## src/rtl/fire_expand_ofm_writer.sv

```systemverilog
`default_nettype none
// ============================================================================
// Module   : fire_expand_ofm_writer
// Brief    : Captures one parallel OFM bank (one pixel, all channels) on a
//            sample strobe, then serialises it into the next layer's
//            feature-map RAM write port with channel-interleaved addressing.
//            Counts pixels per layer, pulses layer completion and flags
//            samples lost while the shadow buffer is still being drained.
// Revision : 1.0 - initial release
// ============================================================================
module fire_expand_ofm_writer #(
    parameter int                DSP_NO    = 64,
    parameter int                WIDTH     = 16,
    parameter int                PIXEL_NO  = 3025,
    parameter int                ADDR_W    = 18,
    parameter logic [ADDR_W-1:0] BASE_ADDR = '0
) (
    input  logic              clk,
    input  logic              rst,
    input  logic [WIDTH-1:0]  ofm_i [0:DSP_NO-1],
    input  logic              ofm_sample_i,
    input  logic              layer_start_i,
    input  logic              wr_ready_i,
    output logic              wr_en_o,
    output logic [ADDR_W-1:0] wr_addr_o,
    output logic [WIDTH-1:0]  wr_data_o,
    output logic              busy_o,
    output logic              layer_done_o,
    output logic              overrun_o
);

    // ------------------------------------------------------------------------
    // Constants
    // ------------------------------------------------------------------------
    localparam int c_CW = (DSP_NO > 1) ? $clog2(DSP_NO) : 1;
    localparam int c_PW = $clog2(PIXEL_NO + 1);

    localparam logic [c_CW-1:0]   c_CH_LAST  = c_CW'(DSP_NO - 1);
    localparam logic [c_PW-1:0]   c_PIX_LAST = c_PW'(PIXEL_NO - 1);
    localparam logic [ADDR_W-1:0] c_ADDR_ONE = ADDR_W'(1);

    localparam logic [1:0] c_IDLE   = 2'd0;
    localparam logic [1:0] c_STREAM = 2'd1;
    localparam logic [1:0] c_DONE   = 2'd2;

    // ------------------------------------------------------------------------
    // State and datapath registers
    // ------------------------------------------------------------------------
    logic [1:0]        state_q,   state_d;
    logic [c_CW-1:0]   chan_q,    chan_d;
    logic [c_PW-1:0]   pix_q,     pix_d;
    logic [ADDR_W-1:0] addr_q,    addr_d;
    logic              overrun_q, overrun_d;

    // Shadow copy of the bank; only read while streaming, so it needs no reset.
    logic [WIDTH-1:0]  buf_q [0:DSP_NO-1];

    logic xfer_w;     // a word leaves the buffer this cycle
    logic last_w;     // that word is the final channel of the pixel
    logic wrap_w;     // that final channel also completes the layer
    logic accept_w;   // the strobed sample is captured this cycle
    logic drop_w;     // the strobed sample is lost this cycle

    // Handshake and sample-acceptance decode shared by FSM and counters
    always_comb begin
        xfer_w   = (state_q == c_STREAM) && wr_ready_i;
        last_w   = xfer_w && (chan_q == c_CH_LAST);
        wrap_w   = last_w && (pix_q == c_PIX_LAST);
        // layer_start swallows a coincident sample without flagging it
        accept_w = ofm_sample_i && !layer_start_i &&
                   ((state_q == c_IDLE) || last_w);
        drop_w   = ofm_sample_i && !layer_start_i && !accept_w;
    end

    // FSM state register
    always_ff @(posedge clk) begin
        if (!rst) begin
            state_q <= c_IDLE;
        end else begin
            state_q <= state_d;
        end
    end

    // FSM next-state logic; layer_start overrides every state
    always_comb begin
        state_d = state_q;
        if (layer_start_i) begin
            state_d = c_IDLE;
        end else begin
            case (state_q)
                c_IDLE: begin
                    if (accept_w) begin
                        state_d = c_STREAM;
                    end
                end
                c_STREAM: begin
                    if (last_w) begin
                        if (wrap_w) begin
                            state_d = c_DONE;
                        end else if (accept_w) begin
                            // back-to-back pixel: keep streaming, no bubble
                            state_d = c_STREAM;
                        end else begin
                            state_d = c_IDLE;
                        end
                    end
                end
                c_DONE: begin
                    state_d = c_IDLE;
                end
                default: begin
                    state_d = c_IDLE;
                end
            endcase
        end
    end

    // FSM outputs and the word mux; data is forced to zero when not writing
    always_comb begin
        wr_en_o      = (state_q == c_STREAM);
        busy_o       = (state_q == c_STREAM);
        layer_done_o = (state_q == c_DONE);
        wr_addr_o    = addr_q;
        overrun_o    = overrun_q;
        wr_data_o    = (state_q == c_STREAM) ? buf_q[chan_q] : '0;
    end

    // Next values of channel, pixel and address counters and the overrun flag
    always_comb begin
        chan_d    = chan_q;
        pix_d     = pix_q;
        addr_d    = addr_q;
        overrun_d = overrun_q;
        if (layer_start_i) begin
            chan_d    = '0;
            pix_d     = '0;
            addr_d    = BASE_ADDR;
            overrun_d = 1'b0;
        end else begin
            if (xfer_w) begin
                // running address, wraps naturally at 2^ADDR_W
                addr_d = addr_q + c_ADDR_ONE;
                chan_d = last_w ? '0 : chan_q + c_CW'(1);
            end
            if (last_w) begin
                pix_d = pix_q + c_PW'(1);
            end
            if (state_q == c_DONE) begin
                pix_d  = '0;
                addr_d = BASE_ADDR;
            end
            if (drop_w) begin
                overrun_d = 1'b1;
            end
        end
    end

    // Counter and flag registers
    always_ff @(posedge clk) begin
        if (!rst) begin
            chan_q    <= '0;
            pix_q     <= '0;
            addr_q    <= BASE_ADDR;
            overrun_q <= 1'b0;
        end else begin
            chan_q    <= chan_d;
            pix_q     <= pix_d;
            addr_q    <= addr_d;
            overrun_q <= overrun_d;
        end
    end

    // Shadow buffer capture, one register word per channel
    for (genvar gi = 0; gi < DSP_NO; gi++) begin : g_buf
        always_ff @(posedge clk) begin
            if (accept_w) begin
                buf_q[gi] <= ofm_i[gi];
            end
        end
    end

endmodule
`default_nettype wire

```

## config.mk

```make
export PLATFORM = sky130hd
export DESIGN_NAME = fire_expand_ofm_writer
export DESIGN_NICKNAME = d
export VERILOG_FILES = /design/src/rtl/fire_expand_ofm_writer.sv
export SDC_FILE = /design/constraint.sdc
export NUM_CORES = 1
export LEC_CHECK = 0
export ABC_AREA = 1
export CAP_MARGIN = 0
export CORE_AREA = 2 2 412 414
export DETAILED_ROUTE_END_ITERATION = 6
export DIE_AREA = 0 0 414 416
export PLACE_DENSITY = 0.53
export REMOVE_ABC_BUFFERS = 1
export SYNTH_ARGS = -nofsm -noshare
export SYNTH_HDL_FRONTEND = slang
export SYNTH_SLANG_ARGS = --single-unit
```

## constraint.sdc

```tcl
create_clock -name clk -period 40.5 [get_ports clk]
set_input_delay 6.075 -clock clk [delete_from_list [all_inputs] [get_ports clk]]
set_output_delay 6.075 -clock clk [all_outputs]
set_load 0.05 [all_outputs]
```

==> impl_metrics.yaml <==
status:
  status: "completed"
clock_tree:
  cts_buffer_depth: 3
  cts_buffers: 117
  cts_tree: "done"
  cts.sinks: 1069
  path_clk_slew_ns: 0.06
  clk-insertion-delay-late_ns: 0.75
  cts.repair.resized: 0
  postCtsHoldBufs: 0
  post_cts_buffers: 0
  cts-root-buf: "clkbuf_16"
  htree_levels: 3
yosys:
  synth-simple-area-share_pct: 22.3
  ys_seq_area_share_pct: 72.8
  synthAdderAreaFrac_pct: 0.115
  synth_top_area_share_pct: 70.7
  synth.cell_area_mm2: 0.0435
  synth_xor_area_share_pct: 0.0604
  synth_top_family_by_area: "simple AND/OR/NAND/NOR gates"
  syn_area_per_cell_um2: 11.9
  synth-seq-cells: 1069
  synthMuxAreaShare_pct: 0
  synth_area_leader_cell: "edfxtp_1"
  synthCells: 3666
  synth_compound_area_share_pct: 0.849
  ys_types: 40
  yosysWarningCount: 0
  synth_area_leaders: "edfxtp_1 (71%), nand2_1 (11%), nand3_1 (10%)"
global_route:
  grt_use_met1_pct: 23.8
  grt_pass1_wl_um: 234000
  top_usage_layer: "met2"
  overflow: 0
  grt_pass1_vias: 31500
  use_met2_pct: 32.4
  grt_max_degree: 174
  grt_use_total_pct: 19.1
  grt.met3_usage_pct: 3.87
  antenna_found_initial: 55
timing:
  slew_viol_final: 0
  min_period_over_period_pct: 31.3
  finalHoldViolations: 0
  setup_violations: 0
  clock.fmax_mhz: 78.9
  relSlewSlack_pct: 22.3
  grt_setup_unrepaired: "no"
  max_slew.worst_pin.slew_ns: 1.17
  fin_ws_ns: 27.82
  post-route-min-period_ns: 12.68
  finClkSkew_ns: 0.0369
  timing.setup.tns_ns: 0
cells_and_area:
  design_area_mm2: 0.0596
  final_common_cell: "nand2_1"
  layout-drive-gt1-share_pct: 4.82
  fill_cells: 16600
  syn_to_final_growth_pct: 37.1
  nNetsFinal: 5702
  final_cell_mix: "nand2_1 (1,318), clkdlybuf4s50_1 (1,066), edfxtp_1 (1,024), nand3_1 (873), clkbuf_16 (119)"
  post-route-util_pct: 35.4
  final_cells: 7023
floorplan:
  start_util_pct: 25.9
  rows: 151
  fp.coreArea_mm2: 0.168
  ios: 1067
  die-height_um: 416
  die-area_mm2: 0.172
  die_w_um: 414
detailed_routing:
  routed_wl_um: 171000
  final_antenna_net_count: 0
  drt_pass1_iterations: 5
  drt_iter0_drc: 3039
  via_per_inst: 4.61
  wl_per_cell_um: 24.3
  drc: 0
  dr_total_vias: 32400
placement:
  dpl.cell_count: 6768
  io_buffers: 1066
  place_area_mm2: 0.0559
  place_hpwl_um: 120000
  detailedPlace.worstSlack_ns: 27.58
  place_congestion: 0.890
critical_path:
  crit_arrival_ns: 6.60
  startpoint_type: "register"
  crit_fanout: 72
  worstSetupPathType: "reg2out"
  cp.required_ns: 34.42
  endpoint_kind: "output port"
min_path:
  hp-class: "reg2reg"
flow_run:
  cap_violations: 0
power_and_ir_drop:
  irDropWorstVdd_uv: 40.4
  powerDensity_mw_per_mm2: 41.5
  leakage_nw: 21.2
-- Yosys cell counts (all sizes together) --
library cell / count
nand3: 875
inv: 44
xor2: 1
xnor2: 2
and3: 1
o31ai: 1
nand2: 1322
o21a: 1
a21oi: 42
nor3b: 2
nor4: 1
nor3: 15
a31oi: 1
o21ai: 19
a2111oi: 1
dfxtp: 45
ha: 4
buf: 197
clkbuf: 29
nor2: 31
a211oi: 4
edfxtp: 1024
nand4: 4
-- critical path, cell delays in order, from the launching register on --
cell	delay [ns]
dfxtp_4	0.63
buf_4	0.66
buf_4	0.70
buf_4	0.76
buf_4	0.70
nand2_1	0.11
nand3_1	0.11
nand3_1	0.09
nand2_1	0.12
nand2_1	0.07
nand3_1	0.29
nand3_1	0.24
a21oi_1	0.21
clkdlybuf4s50_1	0.95
-- metrics by stage --
stage	power (mW)	hold slack, ns
after floorplan	1.40	0.441
after global placement	1.47	0.441
after detailed placement	1.47	0.443
after CTS	2.50	0.453
after global routing	2.56	0.491
final	2.48	0.458
-- cell families after synthesis --
family	after synthesis
xor+xnor	3
buf+inv	270
fa+ha+maj	4
compound gates	69
flops	1069
simple gates	2251
-- state kept, by name, indices dropped and copies added (netlist names), named ones only --
signal	flops
buf_q	1024
wr_addr_o	18
pix_q	12
chan_q	6
state_q	2
overrun_o	1
-- power breakdown --
group / internal (mW) / switching, mW / leakage, nW / total [mW]
registers: 1.27 / 0.0144 / 9.95 / 1.28
clock network: 0.572 / 0.455 / 1.76 / 1.03
logic: 0.101 / 0.0666 / 9.46 / 0.167
-- cell type report --
class                   count  area (µm²)  area share [%]
clock inverters            61         470           0.790
diodes                     38        95.1           0.160
clock buffers             156        3150            5.29
multi-input cells        2327       10100            17.0
flip-flops and latches   1069       31700            53.1
inverters                  44         206           0.346
well taps                2218        2780            4.66
repair buffers           1110       11100            18.6
-- per-layer routing --
| layer | share of wire, % | routed length (µm) | vias up |
|---|---|---|---|
| li1 | - | - | 14900 |
| met1 | 40 | 68100 | 15800 |
| met2 | 50 | 84900 | 1292 |
| met3 | 6.7 | 11500 | 265 |
| met4 | 3.6 | 6100 | 36 |
| met5 | 0.14 | 237 | - |
-- final timing paths --
path         depth (start not counted)               startpoint                 endpoint  slack, ns
max                                 13                 register             wr_data_o[6]      27.82
min                                  2   overrun_o$_SDFFE_PP0P_   overrun_o$_SDFFE_PP0P_       0.46
max reg2reg                         12  state_q[0]$_SDFFE_PP0P_  buf_q[56][12]$_DFFE_PP_      33.45
min reg2reg                          2   overrun_o$_SDFFE_PP0P_   overrun_o$_SDFFE_PP0P_       0.46
Power figures use the tool's default switching activity.
